===== src/rtl/dual_input_ram_fifo.sv =====
// dual_input_ram_fifo
//   Single-clock FIFO storage: RAM plus registered read port. The FIFO
//   controller supplies the pointers. Each pointer is ADDR_WIDTH+1 bits: the
//   MSB is a wrap bit and the low bits are the RAM address. This block derives
//   full/empty/level from the pointers and flags refused accesses.
// Ports:
//   clk, resetn        clock, synchronous active-low reset
//   wptr, rptr         write/read pointers {wrap, addr}
//   writeEnable, wd    write request and data
//   readEnable         read request
//   rd, rd_valid       registered read data; rd_valid marks a fresh read
//   full, empty, level combinational status derived from the pointers
//   wr_err, rd_err     one-cycle pulses for a write while full / read while empty
module dual_input_ram_fifo #(
  parameter int DATA_WIDTH = 32,
  parameter int ADDR_WIDTH = 5
) (
  input  logic                  clk,
  input  logic                  resetn,
  input  logic [ADDR_WIDTH:0]   wptr,
  input  logic [ADDR_WIDTH:0]   rptr,
  input  logic                  writeEnable,
  input  logic                  readEnable,
  input  logic [DATA_WIDTH-1:0] wd,
  output logic [DATA_WIDTH-1:0] rd,
  output logic                  rd_valid,
  output logic                  full,
  output logic                  empty,
  output logic [ADDR_WIDTH:0]   level,
  output logic                  wr_err,
  output logic                  rd_err
);

  localparam int DEPTH = 1 << ADDR_WIDTH;

  logic [DATA_WIDTH-1:0] mem_q [DEPTH];

  logic [ADDR_WIDTH-1:0] waddr;
  logic [ADDR_WIDTH-1:0] raddr;

  logic [DATA_WIDTH-1:0] rd_q, rd_d;
  logic                  rd_valid_q, rd_valid_d;
  logic                  wr_err_q, wr_err_d;
  logic                  rd_err_q, rd_err_d;

  assign waddr = wptr[ADDR_WIDTH-1:0];
  assign raddr = rptr[ADDR_WIDTH-1:0];

  // Wrap bit only distinguishes full from empty when the addresses match.
  assign empty = (wptr == rptr);
  assign full  = (wptr[ADDR_WIDTH] != rptr[ADDR_WIDTH]) && (waddr == raddr);
  assign level = wptr - rptr;

  // RAM has no reset; a write is suppressed while resetn is low.
  always_ff @(posedge clk) begin
    if (resetn && writeEnable && !full) begin
      mem_q[waddr] <= wd;
    end
  end

  // Read samples the old word, so a same-edge write to the same address
  // is seen only by a later read (read-before-write).
  always_comb begin
    rd_d       = rd_q;
    rd_valid_d = 1'b0;
    wr_err_d   = writeEnable && full;
    rd_err_d   = readEnable && empty;
    if (readEnable && !empty) begin
      rd_d       = mem_q[raddr];
      rd_valid_d = 1'b1;
    end
  end

  always_ff @(posedge clk) begin
    if (!resetn) begin
      rd_q       <= '0;
      rd_valid_q <= 1'b0;
      wr_err_q   <= 1'b0;
      rd_err_q   <= 1'b0;
    end else begin
      rd_q       <= rd_d;
      rd_valid_q <= rd_valid_d;
      wr_err_q   <= wr_err_d;
      rd_err_q   <= rd_err_d;
    end
  end

  assign rd       = rd_q;
  assign rd_valid = rd_valid_q;
  assign wr_err   = wr_err_q;
  assign rd_err   = rd_err_q;

endmodule


===== config.mk =====
export PLATFORM = sky130hd
export DESIGN_NAME = dual_input_ram_fifo
export DESIGN_NICKNAME = d
export VERILOG_FILES = /design/src/rtl/dual_input_ram_fifo.sv
export SDC_FILE = /design/constraint.sdc
export NUM_CORES = 1
export LEC_CHECK = 0
export BUFFER_PORTS_ARGS = -buffer_cell sky130_fd_sc_hd__buf_4
export CORE_MARGIN = 5
export CORE_UTILIZATION = 50
export CTS_CLUSTER_DIAMETER = 200
export CTS_CLUSTER_SIZE = 25
export DETAILED_ROUTE_END_ITERATION = 8
export PLACE_DENSITY = 0.68
export SYNTH_ARGS = -nofsm -noshare
export SYNTH_HDL_FRONTEND = slang
export SYNTH_SLANG_ARGS = --single-unit

===== constraint.sdc =====
create_clock -name clk -period 6.2 [get_ports clk]
set_input_delay 0.31 -clock clk [delete_from_list [all_inputs] [get_ports clk]]
set_output_delay 0.31 -clock clk [all_outputs]
set_load 0.005 [all_outputs]

**Word level (Yosys, flattened, before mapping)**

Memories as Yosys holds them, arrays and structs flattened. A register that Yosys moved wholly into a read port is not among the register bits.
Index checks and enable logic that the tools add are counted.

- Bits of input ports: 48
- Flip-flop bits (word level): 3
- Bits in writable memories: 1,024
- Logic and storage cells: 20
- Output and inout bits: 43
- Memories kept: 1

- Equal/unequal tests: 3
- Mux-type cells: 3
- Add/sub/neg operators: 1
- Reductions and logical operators: 9

Memory list:

| name | depth | bits a word | rd ports | clocked after memory_dff | wr ports | RTL line | RTL |
|---|---|---|---|---|---|---|---|
| mem_q | 32 | 32 | 1 | 1 | 1 | 36 | `logic [DATA_WIDTH-1:0] mem_q [DEPTH];` |

Operators with widths:

| cell | count |
|---|---|
| equality test 6 bit | 1 |
| logical AND 1 bit | 6 |
| subtractor 6 bit | 1 |
| equality test 5 bit | 1 |
| zero test 1 bit | 3 |
| 2-to-1 mux 1 bit | 3 |
| inequality test 1 bit | 1 |

**Longest topological paths before layout**

- Depth in word-level cells: 6
- Gate-level depth with buffers: 10

**Least setup slack after synthesis**

No wires, ideal clock.

- Path kind: input to register
- Start: input port rptr[3]
- End: memory mem_q[15][0] (enable)
- Buffers on the path: 0
- Setup slack: 2,932 ps
- Library setup time: 421 ps
- Cell stages on the path: 8
- Arrival time: 2,847 ps
- Cells stage by stage: inv_1 > ha_1 > and3_1 > nand3_1 > nor2b_1 > nor2_1 > nand3_1 > nor2_1

- Cells in the longest elaborated chain, start to end: 6

RTL lines:

| element | RTL line | RTL |
|---|---|---|
| from (decl) | 21 | `input logic [ADDR_WIDTH:0] rptr,` |
| equality test 5 bit | 51 | `assign full = (wptr[ADDR_WIDTH] != rptr[ADDR_WIDTH]) && (waddr == raddr);` |
| logical AND 1 bit | 51 |  |
| named net full | 27 | `output logic full,` |
| zero test 1 bit | 56 | `if (resetn && writeEnable && !full) begin` |
| logical AND 1 bit | 56 |  |
| 2-to-1 mux 1 bit | 56 |  |
| 2-to-1 mux 1 bit (not written as such) | 57 | `mem_q[waddr] <= wd;` |
| to (decl) | 36 |  |

The timed path passes the listed nets, and every way through them passes these cells.

**Final worst setup path**

- Start: input port rptr[0]
- End: memory mem_q[19][9] (enable)

- Cells in the longest elaborated chain, start to end: 6

RTL lines:

| element | RTL line |
|---|---|
| equality test 5 bit | 51 |
| logical AND 1 bit | 51 |
| zero test 1 bit | 56 |
| logical AND 1 bit | 56 |
| 2-to-1 mux 1 bit | 56 |
| 2-to-1 mux 1 bit (not written as such) | 57 |

Every way passes these cells.

==> out/qor.yml <==
global_routing:
  grt_pass1_vias: 20760
  gr-total-overflow: 0
  grt_start_max_net_pins: 145
  antenna_found_initial: 5
  grt_usage_pct: 21.33
  grt_first_pass_wirelength_um: 138900
detailed_routing:
  vias_per_cell: 6.106
  routedWlPerCell_um: 27.78
  drt-initial-drc-count: 2345
  postRouteAntennaNets: 0
  vias: 20920
  drtPass1Iterations: 5
  drc_errors: 0
  drt_wl_total_um: 95160
clock_tree:
  cts.sink_count: 1059
  post_cts_buffers: 0
  numCtsBuffers: 48
  htreeDepth: 2
  max-clock-path-buffers: 3
  cts.clk_slew.worst_paths_ps: 100
  cts_tree: "yes"
  clk-insertion-delay-late_ps: 640
  clk_root_buffer_cell: "clkbuf_16"
  post_cts_resized: 0
  cts_hold_buf: 2
placement:
  dp_hpwl_um: 52160
  placed_cell_area_um2: 42810
  routabilityCongestion: 0.8049
  io_buffers: 90
  place_inst: 3333
sta:
  fin_skew_ps: 34.67
  rsz0062_at_grt: "no"
  fin_crit_sh_pct: 58.00
  period_needed_ps: 3596
  fin_tns_setup_ps: 0
  max-slew-margin-rel_pct: 10.23
  max_freq_ghz: 0.2781
  slew_violations: 0
  setup_viol: 0
  hold_viol: 0
  tightest_slew_ps: 1343
setup_path:
  crit_path_start_kind: "primary input"
  critical_path_class: "in -> reg"
  cp.arrival_ps: 3880
  rr_startpoint: "mem_q[13][11]$_DFFE_PP_"
  ff2ff_path_depth: 5
  crit_start: "rptr[0]"
  timing.reg2reg.setup_slack_ps: 4390
  crit_path_end: "mem_q[19][9]$_DFFE_PP_"
  r2r-end: "rd[11]$_SDFFE_PN0P_"
  crit_fanout: 64
  end_kind: "register"
  cp_data_required_time_ps: 6480
pwr:
  p_int_mw: 9.652
  pwr-share-comb_pct: 6.2
  seq_power_share_pct: 64.6
  power.density_nw_per_um2: 277.2
  p_leak_nw: 14.91
  p_sw_share_pct: 21.24
  p_sw_mw: 2.603
  clock_power_share_pct: 29.2
  ir_worst_vdd_uv: 181.8
flow_run:
  drv_cap: 0
die:
  coreArea_um2: 81720
  die_y_um: 296.5
  start_util_pct: 50.22
  io_pins: 91
  dieArea_um2: 87910
  num_rows: 105
  die_x_um: 296.5
synth:
  synthFlopType: "edfxtp_1"
  ys_ff_latch: 1059
  synth_largest_area_cell: "edfxtp_1"
  syn-instance-count: 2276
  yosysWarnings: 0
  synth.distinct_cells: 30
  synth_area_um2: 41040
  ys_seq_area_share_pct: 76.63
  synth_top_area_share_pct: 74.92
  synthTopCellsByArea: "edfxtp_1 75%, mux2i_1 12%, a22oi_1 4.7%"
  synth_enable_flop_cells: 1024
  syn-num-nets: 2330
  avgSynthCellArea_um2: 18.03
  async_flop_share_pct: 0
layout:
  drive_gt1_share_pct: 9.180
  utilization_pct: 54.11
  fill_cells: 6357
  nets: 2369
  instances_no_fill: 3426
  final_common_cell: "edfxtp_1"
  syn_to_final_growth_pct: 7.741
  final_cell_mix: "1024 x edfxtp_1, 512 x mux2i_1, 256 x a22oi_1, 162 x a21oi_1, 115 x buf_4"
  fin_area_um2: 44220
outcome:
  status: "finished, final reports clean"
min_path:
  hold_class: "in -> reg"
how the worst min path moves through the flow:
stage | start | to | slack (ps) | cells after the start
floorplan | wd[0] | mem_q[0][0]$_DFFE_PP_ | 410 | 0
global placement | rd[14]$_SDFFE_PN0P_ | rd[14]$_SDFFE_PN0P_ | 530 | 2
detailed placement | rd[9]$_SDFFE_PN0P_ | rd[9]$_SDFFE_PN0P_ | 530 | 2
CTS | wd[23] | mem_q[25][23]$_DFFE_PP_ | 40 | 1
global route | wd[23] | mem_q[18][23]$_DFFE_PP_ | 50 | 1
finish | wd[21] | mem_q[20][21]$_DFFE_PP_ | 80 | 1
registers in the layout (all words and copies together), names as in the netlist:
name	flops
rd_err	1
mem_q	1024
wr_err	1
rd	32
rd_valid	1
worst max-delay path: stages:
cell	delay, ps
buf_8	460
ha_1	380
nand3_1	130
nor2b_1	90
nor2_1	210
nand3_1	680
nor2_4	1010
buf_4	490
power by group through the flow:
stage / Sequential (mW) / Clock, mW / Combinational (mW)
after floorplan: 8.08 / 0 / 0.425
after global placement: 8.08 / 0 / 0.741
after detailed placement: 8.08 / 0 / 0.756
after CTS: 7.92 / 3.64 / 0.758
after global routing: 7.93 / 3.93 / 0.808
final: 7.92 / 3.58 / 0.756
metrics by stage:
step	power [mW]	worst slack, ps	hold WS, ps
2_1_floorplan	8.507	2932	408.9
3_3_place_gp	8.823	2072	528.0
3_5_place_dp	8.841	2028	534.3
4_1_cts	12.32	2682	42.88
5_1_grt	12.67	2462	54.81
6_report	12.25	2604	84.92
Yosys cell counts, types with 2 or more instances:
library cell     n
and3_1           3
xnor2_1          2
xor2_1           3
mux2i_1        512
inv_1            9
dfxtp_1         35
clkbuf_1        67
a21oi_1        162
or3b_2           2
or4_1           32
a22oi_1        256
o21ai_0         33
buf_1           11
edfxtp_1      1024
nand3b_1         3
a21o_1           2
ha_1             5
nor2_1          39
buf_6           29
buf_4           22
buf_8            2
clkbuf_4         3
nand3_1          6
nand2_1          6
nor2b_1          3
area by class of cell:
class                      count  area (um2)  share of cell area [%]
multi-input combinational   1073        8987                   20.33
clock inverter                 3       41.29                 0.09338
antenna                        3       7.507                 0.01698
inverter                       9       33.78                 0.07640
tap                         1070        1339                   3.028
clock buffer                  85        1340                   3.031
sequential                  1059       31450                   71.13
timing repair buffer         124        1018                   2.303
cells by family (layout without fill, tap and decap cells):
kind of cell             Yosys count  count (layout)  synth area share, %
other                              0               3                    0
flip-flops                      1059            1059                76.63
AND/OR/NAND/NOR                   97              97                1.305
AO/OA/AOI/OAI                    453             453                7.097
multiplexers                     512             512                12.49
adder cells (fa/ha/maj)            6               6               0.2012
XOR/XNOR                           5               5               0.1067
buffers and inverters            144             221                2.171
per-layer routing:
metal	part of all wire [%]	GRT usage, %	vias up	wire, um
met2	48	34.65	850	45710
met5	0	0	-	0
met4	1.8	4.565	0	1699
met3	7.9	3.352	100	7533
met1	42	31.17	10760	40220
li1	-	-	9214	-
No activity file was read; power rests on OpenSTA's default activity.
